===== config.mk =====
export PLATFORM = sky130hd
export DESIGN_NAME = cell_mem_arbiter
export DESIGN_NICKNAME = d
export VERILOG_FILES = /design/src/rtl/cell_arb_pkg.sv /design/src/rtl/cell_arb_pipe.sv /design/src/rtl/cell_mem_arbiter.sv
export SDC_FILE = /design/constraint.sdc
export NUM_CORES = 1
export LEC_CHECK = 0
export CORE_MARGIN = 5
export CORE_UTILIZATION = 43
export DETAILED_ROUTE_END_ITERATION = 7
export PLACE_DENSITY = 0.92
export SLEW_MARGIN = 40
export SYNTH_ARGS = -nofsm -noshare
export SYNTH_HDL_FRONTEND = slang
export SYNTH_SLANG_ARGS = --single-unit

===== constraint.sdc =====
create_clock -name clka -period 2.65 [get_ports clka]
set_input_delay 0.265 -clock clka [delete_from_list [all_inputs] [get_ports clka]]
set_output_delay 0.265 -clock clka [all_outputs]
set_load 0.01 [all_outputs]

===== src/rtl/cell_arb_pkg.sv =====
// Shared constants for the cell-memory arbiter.
//   - requester tags (LOADER/ENGINE/DISPLAY) carried down the command pipe
//   - arbiter state encoding (FREE/LOCKED)
//   - default address/data widths for a 512 x 1 cell RAM
package cell_arb_pkg;

   localparam int unsigned DEF_ADDR_W = 9;
   localparam int unsigned DEF_DATA_W = 1;

   typedef logic [1:0] req_tag_t;

   localparam req_tag_t LOADER  = 2'd0;
   localparam req_tag_t ENGINE  = 2'd1;
   localparam req_tag_t DISPLAY = 2'd2;

   localparam logic [0:0] FREE   = 1'b0;
   localparam logic [0:0] LOCKED = 1'b1;

endpackage


===== src/rtl/cell_arb_pipe.sv =====
// Two-stage command/readback pipeline for the cell RAM.
//   Stage 1 registers the granted command (mem_en/we/addr/wdata) plus the requester tag.
//   Stage 2 raises the per-requester read-valid strobe one cycle after a read command,
//   which is when the RAM's registered output mem_rdata_i carries the data.
// Ports:
//   clka, reset             clock, synchronous active-high reset (drops everything in flight)
//   cmd_*_i                 granted command from the arbiter (cmd_valid_i = any grant)
//   mem_*_o                 registered RAM command
//   mem_rdata_i             RAM read data, one cycle after mem_en_o
//   eg_rvalid_o/dp_rvalid_o read-valid strobes, rd_data_o read data (zero when not valid)
module cell_arb_pipe
   import cell_arb_pkg::*;
#(
   parameter int unsigned ADDR_W = DEF_ADDR_W,
   parameter int unsigned DATA_W = DEF_DATA_W
) (
   input  logic              clka,
   input  logic              reset,
   input  logic              cmd_valid_i,
   input  logic              cmd_we_i,
   input  logic [ADDR_W-1:0] cmd_addr_i,
   input  logic [DATA_W-1:0] cmd_wdata_i,
   input  req_tag_t          cmd_tag_i,
   input  logic [DATA_W-1:0] mem_rdata_i,
   output logic              mem_en_o,
   output logic              mem_we_o,
   output logic [ADDR_W-1:0] mem_addr_o,
   output logic [DATA_W-1:0] mem_wdata_o,
   output logic              eg_rvalid_o,
   output logic              dp_rvalid_o,
   output logic [DATA_W-1:0] rd_data_o
);

   logic              en_q;
   logic              we_q;
   logic [ADDR_W-1:0] addr_q;
   logic [DATA_W-1:0] wdata_q;
   req_tag_t          tag_q;
   logic              eg_rv_q;
   logic              dp_rv_q;

   always_ff @(posedge clka) begin
      if (reset) begin
         en_q    <= 1'b0;
         we_q    <= 1'b0;
         addr_q  <= '0;
         wdata_q <= '0;
         tag_q   <= LOADER;
         eg_rv_q <= 1'b0;
         dp_rv_q <= 1'b0;
      end else begin
         en_q <= cmd_valid_i;
         // Address/data hold their last value between commands.
         if (cmd_valid_i) begin
            we_q    <= cmd_we_i;
            addr_q  <= cmd_addr_i;
            wdata_q <= cmd_wdata_i;
            tag_q   <= cmd_tag_i;
         end
         eg_rv_q <= en_q & ~we_q & (tag_q == ENGINE);
         dp_rv_q <= en_q & ~we_q & (tag_q == DISPLAY);
      end
   end

   assign mem_en_o    = en_q;
   assign mem_we_o    = en_q & we_q;
   assign mem_addr_o  = addr_q;
   assign mem_wdata_o = wdata_q;
   assign eg_rvalid_o = eg_rv_q;
   assign dp_rvalid_o = dp_rv_q;
   // The RAM output is already registered; gate it so rd_data is zero outside a valid strobe.
   assign rd_data_o   = (eg_rv_q | dp_rv_q) ? mem_rdata_i : '0;

endmodule


===== src/rtl/cell_mem_arbiter.sv =====
// Arbiter for the single-port cell-state RAM shared by the pattern loader (write only),
// the generation engine (read/write, may lock for atomic read-modify-write) and the
// display scanner (read only).
// Ports:
//   clka, reset, hold          clock, sync active-high reset, grant freeze
//   ld_* / eg_* / dp_*         requester interfaces; *_gnt are combinational
//   eg_rvalid, dp_rvalid       read-valid strobes, rd_data read data
//   mem_*                      registered RAM command, mem_rdata 1-cycle-latency read data
//   lock_err                   sticky lock-timeout flag
//   idle                       FREE, nothing granted, nothing in flight
module cell_mem_arbiter
   import cell_arb_pkg::*;
#(
   parameter int unsigned ADDR_W   = DEF_ADDR_W,
   parameter int unsigned DATA_W   = DEF_DATA_W,
   parameter int unsigned LOCK_MAX = 4
) (
   input  logic              clka,
   input  logic              reset,
   input  logic              hold,
   input  logic              ld_req,
   input  logic [ADDR_W-1:0] ld_addr,
   input  logic [DATA_W-1:0] ld_wdata,
   output logic              ld_gnt,
   input  logic              eg_req,
   input  logic              eg_we,
   input  logic              eg_lock,
   input  logic [ADDR_W-1:0] eg_addr,
   input  logic [DATA_W-1:0] eg_wdata,
   output logic              eg_gnt,
   output logic              eg_rvalid,
   input  logic              dp_req,
   input  logic [ADDR_W-1:0] dp_addr,
   output logic              dp_gnt,
   output logic              dp_rvalid,
   output logic [DATA_W-1:0] rd_data,
   output logic              mem_en,
   output logic              mem_we,
   output logic [ADDR_W-1:0] mem_addr,
   output logic [DATA_W-1:0] mem_wdata,
   input  logic [DATA_W-1:0] mem_rdata,
   output logic              lock_err,
   output logic              idle
);

   localparam int unsigned CntW = $clog2(LOCK_MAX + 1);

   logic [0:0]    state_q, state_d;
   req_tag_t      rr_last_q, rr_last_d;
   logic [CntW-1:0] lock_cnt_q, lock_cnt_d;
   logic          lock_err_q, lock_err_d;

   logic              cmd_valid;
   logic              cmd_we;
   logic [ADDR_W-1:0] cmd_addr;
   logic [DATA_W-1:0] cmd_wdata;
   req_tag_t          cmd_tag;

   // Grant selection.
   always_comb begin
      ld_gnt = 1'b0;
      eg_gnt = 1'b0;
      dp_gnt = 1'b0;
      if (!reset && !hold) begin
         if (state_q == FREE) begin
            if (ld_req) begin
               ld_gnt = 1'b1;
            end else if (eg_req && dp_req) begin
               // Round-robin between engine and display only.
               if (rr_last_q == ENGINE) dp_gnt = 1'b1;
               else                     eg_gnt = 1'b1;
            end else if (eg_req) begin
               eg_gnt = 1'b1;
            end else if (dp_req) begin
               dp_gnt = 1'b1;
            end
         end else begin
            eg_gnt = eg_req;
         end
      end
   end

   // Lock FSM, lock counter and round-robin history.
   always_comb begin
      state_d    = state_q;
      lock_cnt_d = lock_cnt_q;
      lock_err_d = lock_err_q;
      rr_last_d  = rr_last_q;
      if (eg_gnt)      rr_last_d = ENGINE;
      else if (dp_gnt) rr_last_d = DISPLAY;
      if (state_q == FREE) begin
         lock_cnt_d = '0;
         if (eg_gnt && eg_lock) state_d = LOCKED;
      end else begin
         lock_cnt_d = lock_cnt_q + CntW'(1);
         if (lock_cnt_q == CntW'(LOCK_MAX - 1)) begin
            // Timeout wins over everything, including hold.
            state_d    = FREE;
            lock_cnt_d = '0;
            lock_err_d = 1'b1;
         end else if (eg_gnt) begin
            if (!eg_lock) begin
               state_d    = FREE;
               lock_cnt_d = '0;
            end
         end else if (!hold) begin
            // Engine dropped its request: release the lock.
            state_d    = FREE;
            lock_cnt_d = '0;
         end
      end
   end

   always_ff @(posedge clka) begin
      if (reset) begin
         state_q    <= FREE;
         rr_last_q  <= DISPLAY;
         lock_cnt_q <= '0;
         lock_err_q <= 1'b0;
      end else begin
         state_q    <= state_d;
         rr_last_q  <= rr_last_d;
         lock_cnt_q <= lock_cnt_d;
         lock_err_q <= lock_err_d;
      end
   end

   // Command mux for the granted requester.
   always_comb begin
      cmd_valid = ld_gnt | eg_gnt | dp_gnt;
      cmd_we    = ld_gnt | (eg_gnt & eg_we);
      cmd_addr  = dp_addr;
      cmd_wdata = '0;
      cmd_tag   = DISPLAY;
      if (ld_gnt) begin
         cmd_addr  = ld_addr;
         cmd_wdata = ld_wdata;
         cmd_tag   = LOADER;
      end else if (eg_gnt) begin
         cmd_addr  = eg_addr;
         cmd_wdata = eg_wdata;
         cmd_tag   = ENGINE;
      end
   end

   cell_arb_pipe #(
      .ADDR_W (ADDR_W),
      .DATA_W (DATA_W)
   ) u_pipe (
      .clka        (clka),
      .reset       (reset),
      .cmd_valid_i (cmd_valid),
      .cmd_we_i    (cmd_we),
      .cmd_addr_i  (cmd_addr),
      .cmd_wdata_i (cmd_wdata),
      .cmd_tag_i   (cmd_tag),
      .mem_rdata_i (mem_rdata),
      .mem_en_o    (mem_en),
      .mem_we_o    (mem_we),
      .mem_addr_o  (mem_addr),
      .mem_wdata_o (mem_wdata),
      .eg_rvalid_o (eg_rvalid),
      .dp_rvalid_o (dp_rvalid),
      .rd_data_o   (rd_data)
   );

   assign lock_err = lock_err_q;
   assign idle     = (state_q == FREE) & ~(ld_gnt | eg_gnt | dp_gnt) & ~mem_en
                     & ~eg_rvalid & ~dp_rvalid;

endmodule


# [Word level (Yosys, flattened, before mapping)]
# Index checks and enable logic that the tools add are counted.
[word_totals] register_bits=23
[classes] addsub=1 n_eq_ne=4 n_mux=34 bitwise_logic=19 reduce_logical=8
[ops] op="1-bit two-way mux" n=25
[ops] op="9-bit two-way mux" n=2
[ops] op="1-bit AND" n=9
[ops] op="3-bit two-way mux" n=3
[ops] op="2-bit two-way mux" n=4
[ops] op="1-bit inverter" n=6
[ops] op="2-bit by 1-bit equality test with 1-bit output, second input constant" n=2
[ops] op="1-bit bitwise OR" n=4
[ops] op="3-bit by 1-bit adder with 3-bit output, second input constant" n=1
[ops] op="3-bit by 2-bit equality test with 1-bit output, second input constant" n=1
[ops] op="1-bit logical AND" n=3
[ops] op="3-bit OR reduction" n=1
[ops] op="2-bit equality test, second input constant" n=1
[ops] op="1-bit logical NOT" n=2
[ops] op="2-bit AND reduction" n=1
[ops] op="2-bit nonzero test" n=1

# [Depth between registers and ports, before layout]
# Gate-level depths: netlist of run 1.
[depth] word_depth=13 depth_mapped=6 ltp_nobuf=4

# [Modules after synthesis]
# Synthesis of run 1 repeated with hierarchy kept, for this count alone.
[unflattened] hier_cells=120 area_unflattened_um2=1212.4
[modules_own_cells] mod="cell_mem_arbiter" instances=1 cells_per_inst=69 area_per_inst_um2=635.6 seq_area_each_um2=140.1
[modules_own_cells] mod="cell_arb_pipe" instances=1 cells_per_inst=51 area_per_inst_um2=576.8 seq_area_each_um2=320.3

# [Least setup slack after synthesis of run 1]
# OpenSTA, ideal clock, no wires.
[synth_path] path_type="input port to output port" start="input reset" end="output dp_gnt" arrival_ps=1316 path_slack_ps=1069 path_stages=3 n_path_buf=1 path_cell_list="buf_6 -> or2_4 -> a2111oi_0"
[synth_via] elab_chain_cells=3
[synth_lines] item="from (decl)" line_no="cell_mem_arbiter.sv:19" rtl="input logic reset,"
[synth_lines] item="1-bit logical NOT" line_no="cell_mem_arbiter.sv:64" rtl="if (!reset && !hold) begin"
[synth_lines] item="1-bit logical AND" line_no="cell_mem_arbiter.sv:64"
[synth_lines] item="1-bit two-way mux" line_no="cell_mem_arbiter.sv:64"
[synth_lines] item="to (decl)" line_no="cell_mem_arbiter.sv:34" rtl="output logic dp_gnt,"
# No other way between the ends.

# [Worst setup path after layout of run 1]
[layout_path] start="register state_q" end="output eg_gnt"
[layout_via] elab_chain_cells=2
[layout_lines] item="from (decl)" line_no="cell_mem_arbiter.sv:48" rtl="logic [0:0] state_q, state_d;"
[layout_lines] item="from (signal assigned)" line_no="cell_mem_arbiter.sv:121" rtl="state_q <= state_d;"
[layout_lines] item="1-bit two-way mux" line_no="cell_mem_arbiter.sv:65" rtl="if (state_q == FREE) begin"
[layout_lines] item="1-bit two-way mux" line_no="cell_mem_arbiter.sv:64"
[layout_lines] item="to (decl)" line_no="cell_mem_arbiter.sv:30" rtl="output logic eg_gnt,"
# No other way between the ends.

==> summary.md, run 1 <==
| Metric | Value |
|---|---|
| Worst Path Buf+Inv | `1` |
| Syn_area_per_cell | `a little over 8 um2` |
| Endpoint class of the critical path | `output port` |
| Number of global-route vias before repair | `1240` |
| Initial Util | `44.37%` |
| Clock-pin slew on the worst setup and hold paths | `0.14 ns` |
| Post-CTS setup buffer count | `0` |
| Cells along the critical path | `and4bb_4 > nor4_4 > clkdlybuf4s50_1` |
| P per Cell Area | `399.4 nW/um2` |
| Core Region | `2710 um2` |
| Internal Pwr Total | `approximately 0.00053 W` |
| Setup violators final | `0` |
| WL per Instance | `roughly 15 um` |
| Syn_nets | `188` |
| Top cell type by total area after synthesis | `dfxtp_1` |
| Final Cycle Share | `between 90% and 100%` |
| Status | `finished clean` |
| P_sw | `0.0002080 W` |
| Rows | `19` |
| Dominant cells by area after synthesis | `dfxtp_1 38%, a21oi_1 8.3%, a311oi_1 6.6%, nor2_1 5.9%, o21ai_0 3.7%` |
| Slowest CP cell | `dfxtp_1` |
| CP required | `roughly 2.4 ns` |
| H-tree Lvls | `1` |
| Post-synth EDFFs | `0` |
| Gr ovfl total | `0` |
| Sequential power share | `50.8%` |
| Switching share of power | `roughly 28%` |
| Antenna Cells | `0` |
| Top-count cell post-synth | `dfxtp_1` |
| Die Wd | `62.88 um` |
| Worst vdd ir | `377.6 uV` |
| Critical path's top delay family | `flip-flops` |
| Post-Route WL | `3515 um` |
| Die Area | `3954 um2` |
| Fillcell total | `224` |
| Root Buffer | `clkbuf_4` |
| Initial drt markers | `between 50 and 60` |
| Share of the synthesized area in the top cell type | `between 30% and 40%` |
| Cells after synthesis | `approximately 150` |
| F_max | `409.0 MHz` |
| Largest net degree at the start of global routing | `20` |
| RSZ-0062 raised after global routing | `no` |
| Cell Area, Synth | `roughly 1200 um2` |
| Max-Slew Margin vs Limit | `56.23%` |
| Hold crit path type | `register to register` |
| DR DRC count | `0` |
| Logic pwr share | `26.3%` |
| PortBufs | `57` |
| Layout cell share with drive strength beyond 1 | `9.135%` |
| Global Route Usage Sum | `18.44%` |
| R2R Path Start | `state_q` |
| Worst r2r dst | `u_pipe.mem_addr_o[6]` |
| Multi-input logic area | `653.1 um2` |
| Number of max-cap violations | `0` |
| Fin Clk Skew | `0.01041 ns` |
| Ys async rst share | `0%` |
| Proportion of synthesized chip area in sequential cells | `38.29%` |
| #FFs+latches synth | `23` |
| Setup WS pre-CTS | `around 0.31 ns` |
| Layout Nets | `249` |
| Die height | `~63 um` |
| Num CTS Buffers | `3` |
| Synth warnings | `0` |
| Clock Sinks | `23` |
| R2R Setup Slk | `0.71 ns` |
| Most common flop cell mapped by yosys | `dfxtp_1` |
| Most frequent cells after synthesis | `23 x dfxtp_1, 20 x a21oi_1, 19 x nor2_1` |
| Hold path endpoint | `u_pipe.eg_rvalid_o` |
| Via-per-instance ratio | `5.381` |
| Slew @ Worst Pin | `0.6521 ns` |
| Clock power share | `approximately 23%` |
| Final worst slack | `0.2048 ns` |
| Fin. max-slew vios | `0` |
| First-pass detailed-route iteration total | `5` |
| Reg2reg path depth | `4` |
| Minimum clock period after layout | `2.445 ns` |
| TNS Setup | `0 ns` |
| Worst path max stage delay | `0.70 ns` |
| Global-route wire length before repair | `5975 um` |
| Critical path peak fanout | `19` |
| Bufs on Longest Clock Path | `2` |
| Clock Latency Late Sink | `0.32 ns` |
| Initial antenna violation count | `0` |
| Synth cell types | `35` |
| Worst EP arrival | `2.18 ns` |
| Antenna viol nets, final | `0` |
| Area delta synth->final | `53.69%` |
| Storage cell area | `460.4 um2` |
| Leakage | `just under 0.7 nW` |
| I/O Pins | `58` |
| Hold path depth | `1` |
| DP HPWL | `2656 um` |
| Fin util | `between 60% and 70%` |
| Global placement routability congestion | `0.8507` |
| Vias | `1286` |
| Hold wc startpoint | `u_pipe.tag_q[1]` |
| Endpoints failing hold | `0` |
| Crit start category | `register` |
| CTS tree | `yes` |
| Crit path kind | `register to output port` |
-- per-layer routing --
metal | track usage (%) | part of all wire [%] | vias to the layer above
li1 | - | - | 647
met1 | 24.73 | 44 | 583
met2 | 27.56 | 48 | 52
met3 | 5.755 | 7.5 | 4
met4 | 6.631 | 1.3 | 0
met5 | 0 | 0 | -
-- cells by family after synthesis --
| logic type | Yosys count | synth area share [%] |
|---|---|---|
| flip-flops | 23 | 38.29 |
| AND/OR/NAND/NOR | 52 | 24.04 |
| buffers and inverters | 20 | 7.492 |
| adder cells (fa/ha/maj) | 2 | 2.081 |
| AO/OA/AOI/OAI | 51 | 28.10 |
-- how the worst max path moves through the flow --
stage | to | slack, ns | cells after the start | startpoint
floorplan | dp_gnt | 1.07 | 3 | reset
global placement | dp_gnt | 0.38 | 4 | hold
detailed placement | dp_gnt | 0.31 | 4 | hold
CTS | dp_gnt | 0.17 | 3 | state_q
global route | eg_gnt | 0.07 | 3 | state_q
finish | eg_gnt | 0.20 | 3 | state_q
-- timing repair --
action | in CTS | in global routing
hold buffers | 0 | 0
endpoints found under the setup margin | 0 | 1
resized for setup | 0 | 1
endpoints found under the hold margin | 0 | 0
-- power by group through the flow --
stage                logic, W  clock network, W  registers (W)
detailed placement   0.000194                 0       0.000383
floorplan           0.0000842                 0       0.000384
CTS                  0.000194          0.000171       0.000375
global route         0.000211          0.000187       0.000378
finish               0.000194          0.000169       0.000375
global placement     0.000191                 0       0.000382
-- cell type report --
class	count	share of cell area, %
clock buffer	3	1.219
clock inverter	1	0.2708
inverter	12	2.437
multi-input combinational	105	35.34
sequential	23	24.92
tap	31	2.099
timing repair buffer	64	33.72
-- through the flow --
| stage | hold slack, ns | cell area [um2] | power (W) | instances |
|---|---|---|---|---|
| floorplan | 0.4070 | 1202 | 0.0004680 | 148 |
| global placement | 0.4182 | 1819 | 0.0005724 | 235 |
| detailed placement | 0.4222 | 1819 | 0.0005766 | 235 |
| CTS | 0.4392 | 1847 | 0.0007408 | 239 |
| global route | 0.4600 | 1848 | 0.0007760 | 239 |
| finish | 0.4394 | 1848 | 0.0007381 | 239 |
-- registers in the layout (all words and copies together) (netlist names) --
signal / flops
u_pipe.mem_en_o: 1
u_pipe.mem_addr_o: 9
lock_cnt_q: 3
u_pipe.tag_q: 2
u_pipe.we_q: 1
u_pipe.mem_wdata_o: 1
rr_last_q: 2
u_pipe.eg_rvalid_o: 1
u_pipe.dp_rvalid_o: 1
state_q: 1
lock_err: 1
-- placed cells by master, fill, tap and decap left out, drive strengths merged --
cell,synthesis,routed
clkdlybuf4s50,0,57
dfxtp,23,23
a21oi,21,21
nor2,19,19
inv,12,12
nand2,12,12
o21ai,10,10
a311oi,10,10
buf,5,7
nor3,6,6
nand2b,4,4
o21bai,3,3
clkbuf,3,3
nor2b,2,2
a21o,2,2
nor3b,2,2
ha,2,2
a2111oi,2,2
or2,1,1
and4bb,1,1
nor4,1,1
or4,1,1
and2,1,1
o21a,1,1
nor4b,1,1
or2b,1,1
a211oi,1,1
a221oi,1,1
clkinv,0,1
Note: power is estimated with default switching activity, not from simulation.
==> inputs of run 2 (changes only) <==
--- a/config.mk
+++ b/config.mk
@@ -9,6 +9,7 @@
 export CORE_UTILIZATION = 43
 export DETAILED_ROUTE_END_ITERATION = 7
 export PLACE_DENSITY = 0.92
+export SETUP_SLACK_MARGIN = 0.2
 export SLEW_MARGIN = 40
 export SYNTH_ARGS = -nofsm -noshare
 export SYNTH_HDL_FRONTEND = slang
==> run 2 against run 1 <==
Net effect: power increased by 0.19%; via count decreased by 0.23%; non-clock buffer count unchanged; maximum frequency increased by 7.2%; largest power group unchanged; global-route usage about the same; worst hold slack got worse by 0.00059 ns; die area unchanged; utilization about the same; worst setup slack improved by 0.16 ns; critical path depth increased by 1.
==> summary.md, run 2 (synthesized netlist as in run 1, its figures left out) <==
| Metric | Value |
|---|---|
| Largest net degree at the start of global routing | `20 (unchanged)` |
| Max-Slew Margin vs Limit | `56.61% (+0.37 points)` |
| Slew @ Worst Pin | `0.6466 ns (-0.005560 ns)` |
| Fin Clk Skew | `0.01134 ns (+0.0009296 ns)` |
| Minimum clock period after layout | `2.282 ns (-0.1634 ns)` |
| Bufs on Longest Clock Path | `2 (unchanged)` |
| Die height | `62.88 um (unchanged)` |
| CTS tree | `yes` |
| Post-Route WL | `3521 um (+0.17%)` |
| Slowest CP cell | `clkdlybuf4s50_1` |
| Antenna Cells | `0 (unchanged)` |
| H-tree Lvls | `1 (unchanged)` |
| Area delta synth->final | `53.80% (about the same)` |
| Initial antenna violation count | `0 (unchanged)` |
| Num CTS Buffers | `3 (unchanged)` |
| Root Buffer | `clkbuf_4` |
| Max reg flops | `9 (unchanged)` |
| Fin. max-slew vios | `0 (unchanged)` |
| Antenna viol nets, final | `0 (unchanged)` |
| P per Cell Area | `399.9 nW/um2 (+0.13%)` |
| Core Region | `2710 um2 (unchanged)` |
| Rows | `19 (unchanged)` |
| I/O Pins | `58 (unchanged)` |
| Via-per-instance ratio | `5.368 (-0.23%)` |
| Global-route wire length before repair | `5968 um (-0.12%)` |
| Cells along the critical path | `clkdlybuf4s50_1 > or2_4 > a2111oi_1 > clkdlybuf4s50_1` |
| Leakage | `0.6927 nW (about the same)` |
| Clock Sinks | `23 (unchanged)` |
| Crit path kind | `input pin to output port` |
| Worst EP arrival | `2.02 ns (-0.16 ns)` |
| Worst path max stage delay | `0.61 ns (-0.09 ns)` |
| CP required | `2.38 ns (about the same)` |
| Layout Nets | `249 (unchanged)` |
| DR DRC count | `0 (unchanged)` |
| Critical path peak fanout | `4 (-15)` |
| Vias | `1283 (-0.23%)` |
| Worst Path Buf+Inv | `2 (+1)` |
| Clock Latency Late Sink | `0.32 ns (about the same)` |
| Post-CTS setup buffer count | `0 (unchanged)` |
| Gr ovfl total | `0 (unchanged)` |
| Die Wd | `62.88 um (unchanged)` |
| Die Area | `3954 um2 (unchanged)` |
| F_max | `438.2 MHz (+7.2%)` |
| PortBufs | `57 (unchanged)` |
| Clock-pin slew on the worst setup and hold paths | `0.14 ns (about the same)` |
| Initial Util | `44.37% (unchanged)` |
| Cell Area, Placed | `1819 um2 (unchanged)` |
| DP HPWL | `2656 um (unchanged)` |
| Crit-path most repeated cell | `clkdlybuf4s50_1` |
| Number of global-route vias before repair | `1246 (+0.48%)` |
| Worst vdd ir | `377.4 uV (about the same)` |
| Hold crit path type | `register to register` |
| Initial drt markers | `51 (-3.8%)` |
| Status | `finished clean` |
| WL per Instance | `14.73 um (+0.17%)` |
| First-pass detailed-route iteration total | `4 (-1)` |
| Endpoints failing hold | `0 (unchanged)` |
| Endpoint class of the critical path | `output port` |
| Final Cycle Share | `86.11% (-6.2 points)` |
| Most frequent cells in the layout | `57 x clkdlybuf4s50_1, 22 x dfxtp_1, 20 x a21oi_1` |
| TNS Setup | `0 ns (unchanged)` |
| Setup violators final | `0 (unchanged)` |
| Critical path's top delay family | `buffers and inverters` |
| Global Route Usage Sum | `18.40% (-0.037 points)` |
| Global placement routability congestion | `0.8507 (unchanged)` |
| Crit start category | `input pin` |
| Non-Filler Cell Area, Final | `1849 um2 (about the same)` |
| Commonest non-fill, non-tap cell in the layout | `clkdlybuf4s50_1` |
| Layout cell share with drive strength beyond 1 | `9.615% (+0.48 points)` |
| Number of max-cap violations | `0 (unchanged)` |
| RSZ-0062 raised after global routing | `no` |
==> run 2: cell count changes in the layout (fill, tap and decap cells not counted) <==
cell / before / now
dfxtp_2: 0 / 1
dfxtp_1: 23 / 22
==> run 2: final timing paths <==
path	slack, ns	depth (start not counted)	to	start
max	0.37	4	dp_gnt	hold
min	0.44	1	u_pipe.eg_rvalid_o	u_pipe.tag_q[1]
min reg2reg	0.44	1	u_pipe.eg_rvalid_o	u_pipe.tag_q[1]
max reg2reg	0.85	4	u_pipe.mem_addr_o[6]	state_q
==> run 2: metal layers <==
metal	track usage (%)	routed length [um]	vias to the layer above
met5	0	0	-
met4	6.631	55	0
met3	5.755	283	6
met2	27.69	1650	53
met1	24.51	1531	578
li1	-	-	646
==> run 2: area by class of cell <==
class,instances,area (um2)
clock inverter,1,5.005
inverter,12,45.04
sequential,23,461.7
clock buffer,3,22.52
tap,31,38.79
multi-input combinational,105,653.1
fill,224,860.8
timing repair buffer,64,623.1
==> run 2: through the flow <==
step                      total power [W]  std cells  setup WS (ns)  util [%]  hold WS, ns
after floorplan                 0.0004680        148          1.069         -       0.4070
after global placement          0.0005724        235         0.3847     67.13       0.4182
after detailed placement        0.0005766        235         0.3105     67.13       0.4222
after CTS                       0.0007412        239         0.3307     68.24       0.4392
after global routing            0.0007762        239         0.2364     68.24       0.4600
final                           0.0007396        239         0.3682     68.24       0.4389
==> run 2: what timing repair did <==
action	4_1_cts	5_1_grt
hold buffers	0	0
endpoints found under the setup margin	2	0
gates resized for setup	2	0
==> run 2: report_power, final <==
part	switching [W]	internal, W
sequential	0.0000131	0.000362
combinational	0.0000830	0.000111
clock	0.000113	0.0000566
total	0.000209	0.000530
==> inputs of run 3 (changes only) <==
--- a/config.mk
+++ b/config.mk
@@ -6,9 +6,10 @@
 export NUM_CORES = 1
 export LEC_CHECK = 0
 export CORE_MARGIN = 5
-export CORE_UTILIZATION = 43
+export CORE_UTILIZATION = 35
 export DETAILED_ROUTE_END_ITERATION = 7
-export PLACE_DENSITY = 0.92
+export HOLD_SLACK_MARGIN = 0.03
+export PLACE_DENSITY = 0.79
 export SETUP_SLACK_MARGIN = 0.2
 export SLEW_MARGIN = 40
 export SYNTH_ARGS = -nofsm -noshare
==> run 3 against run 2 <==
Net effect: utilization shrank 12 points; die area grew 19%; global-route usage shrank 3.1 points; via count shrank 1.5%; clock skew shrank 0.0083 ns; largest cell class unchanged.
==> summary.md, run 3 (synthesized netlist as in run 1, its figures left out) <==
| Metric | Value |
|---|---|
| Post-CTS setup buffer count | `0 (unchanged)` |
| H-tree Lvls | `1 (unchanged)` |
| Initial Util | `36.03% (-8.3 points)` |
| Slowest CP cell | `clkdlybuf4s50_1` |
| Layout Nets | `249 (unchanged)` |
| R2R Path Start | `state_q` |
| I/O Pins | `58 (unchanged)` |
| Fin. max-slew vios | `0 (unchanged)` |
| Post-Route WL | `3481 um (-1.1%)` |
| Global Route Usage Sum | `15.29% (-3.1 points)` |
| Worst vdd ir | `206.5 uV (-45%)` |
| Final worst slack | `0.3742 ns (+0.006016 ns)` |
| Reg2reg path depth | `4 (unchanged)` |
| Fin util | `55.91% (-12 points)` |
| Hold path depth | `1 (unchanged)` |
| Endpoints failing hold | `0 (unchanged)` |
| Setup violators final | `0 (unchanged)` |
| DR DRC count | `0 (unchanged)` |
| PortBufs | `57 (unchanged)` |
| Die height | `68.61 um (+9.1%)` |
| Endpoint class of the critical path | `output port` |
| F_max | `439.4 MHz (+0.26%)` |
| Gr ovfl total | `0 (unchanged)` |
| Number of global-route vias before repair | `1179 (-5.4%)` |
| Clock-pin slew on the worst setup and hold paths | `0.12 ns (-0.02 ns)` |
| Critical path peak fanout | `4 (unchanged)` |
| Hold wc startpoint | `lock_cnt_q[0]` |
| Initial drt markers | `78 (+53%)` |
| Num CTS Buffers | `3 (unchanged)` |
| Number of max-cap violations | `0 (unchanged)` |
| Commonest non-fill, non-tap cell in the layout | `clkdlybuf4s50_1` |
| Crit-path most repeated cell | `clkdlybuf4s50_1` |
| Status | `finished clean` |
| First-pass detailed-route iteration total | `4 (unchanged)` |
| P per Cell Area | `391.2 nW/um2 (-2.2%)` |
| Antenna viol nets, final | `0 (unchanged)` |
| WL per Instance | `13.70 um (-7.0%)` |
| Cells along the critical path | `clkdlybuf4s50_1 > or2_4 > a2111oi_0 > clkdlybuf4s50_1` |
| Setup WS pre-CTS | `0.3931 ns (+0.08262 ns)` |
| Resized Gates After CTS | `0 (-2)` |
| Slew @ Worst Pin | `0.6081 ns (-0.03842 ns)` |
| Crit path kind | `input pin to output port` |
| Max-Slew Margin vs Limit | `59.19% (+2.6 points)` |
| Via-per-instance ratio | `4.976 (-7.3%)` |
| Placed insts | `250 (+6.4%)` |
| Layout cell share with drive strength beyond 1 | `9.135% (-0.48 points)` |
| Crit start category | `input pin` |
| Worst r2r dst | `u_pipe.mem_addr_o[0]` |
| Hold path endpoint | `lock_cnt_q[0]` |
| Area delta synth->final | `55.15%` |
| Antenna Cells | `0 (unchanged)` |
| Bufs on Longest Clock Path | `2 (unchanged)` |
| Rows | `21 (+2)` |
| Worst path max stage delay | `0.61 ns (about the same)` |
| Root Buffer | `clkbuf_4` |
| Hold_ws | `0.4426 ns (+0.003786 ns)` |
| Global placement routability congestion | `0.8408 (-1.2%)` |
| Minimum clock period after layout | `2.276 ns (-0.006016 ns)` |
| Clock Sinks | `23 (unchanged)` |
| Max reg flops | `9 (unchanged)` |
| Initial antenna violation count | `0 (unchanged)` |
| Vias | `1264 (-1.5%)` |
| R2R Setup Slk | `0.91 ns (+0.06 ns)` |
| Worst EP arrival | `2.01 ns (about the same)` |
| TNS Setup | `0 ns (unchanged)` |
| # hold bufs at CTS | `0 (unchanged)` |
| Final Cycle Share | `85.88% (-0.23 points)` |
| Most frequent cells in the layout | `57 x clkdlybuf4s50_1, 22 x dfxtp_1, 20 x a21oi_1` |
| Core Region | `3337 um2 (+23%)` |
| Clock Latency Late Sink | `0.31 ns (about the same)` |
| Leakage | `0.6899 nW (-0.39%)` |
| Hold crit path type | `register to register` |
| Largest net degree at the start of global routing | `20 (unchanged)` |
| DP HPWL | `2630 um (-1.0%)` |
| Die Area | `4707 um2 (+19%)` |
| Global-route wire length before repair | `5457 um (-8.6%)` |
| Fin Clk Skew | `0.003044 ns (-0.008291 ns)` |
| RSZ-0062 raised after global routing | `no` |
| Die Wd | `68.61 um (+9.1%)` |
| Cell Count, Final, Fillers Out | `254 (+6.3%)` |
| CP required | `2.38 ns (about the same)` |
| CTS tree | `yes` |
==> run 3: changes by cell type in the layout (fill, tap and decap cells not counted) <==
cell	change
a2111oi_0	+1
a2111oi_1	-1
clkbuf_1	+1
clkinv_2	-1
==> run 3: power by group <==
part / switching (W) / internal (W) / total, W
sequential: 0.0000131 / 0.000362 / 0.000376
clock: 0.000103 / 0.0000587 / 0.000161
combinational: 0.0000817 / 0.000111 / 0.000193
==> run 3: final cells by class <==
type,count,area [um2]
Inverter,12,45.04
Sequential cell,23,461.7
Fill cell,299,1471
Timing Repair Buffer,64,623.1
Multi-Input combinational cell,105,651.9
Clock buffer,4,26.28
Tap cell,46,57.56
==> run 3: worst max path at each step <==
stage            start  endpoint  slack (ns)
2_1_floorplan    reset    dp_gnt        1.07
3_3_place_gp      hold    dp_gnt        0.37
3_5_place_dp      hold    dp_gnt        0.39
4_1_cts        state_q    eg_gnt        0.23
5_1_grt           hold    dp_gnt        0.28
6_report          hold    dp_gnt        0.37
==> run 3: metrics by stage <==
step	total power, W	instance area, um2
floorplan	0.0004680	1202
global placement	0.0005734	1838
detailed placement	0.0005760	1838
CTS	0.0007376	1864
global route	0.0007712	1866
finish	0.0007298	1866
==> run 3: critical path, delay by kind of cell <==
kind,cells,cell delay [ns]
buf+inv,2,1.07
compound gates,1,0.38
simple gates,1,0.30
==> run 3: routing by layer <==
layer / global-route usage, % / vias up / routed length [um]
li1: - / 646 / -
met1: 20.38 / 574 / 1580
met2: 25.03 / 42 / 1641
met3: 2.269 / 2 / 241
met4: 5.211 / 0 / 18
met5: 0 / - / 0
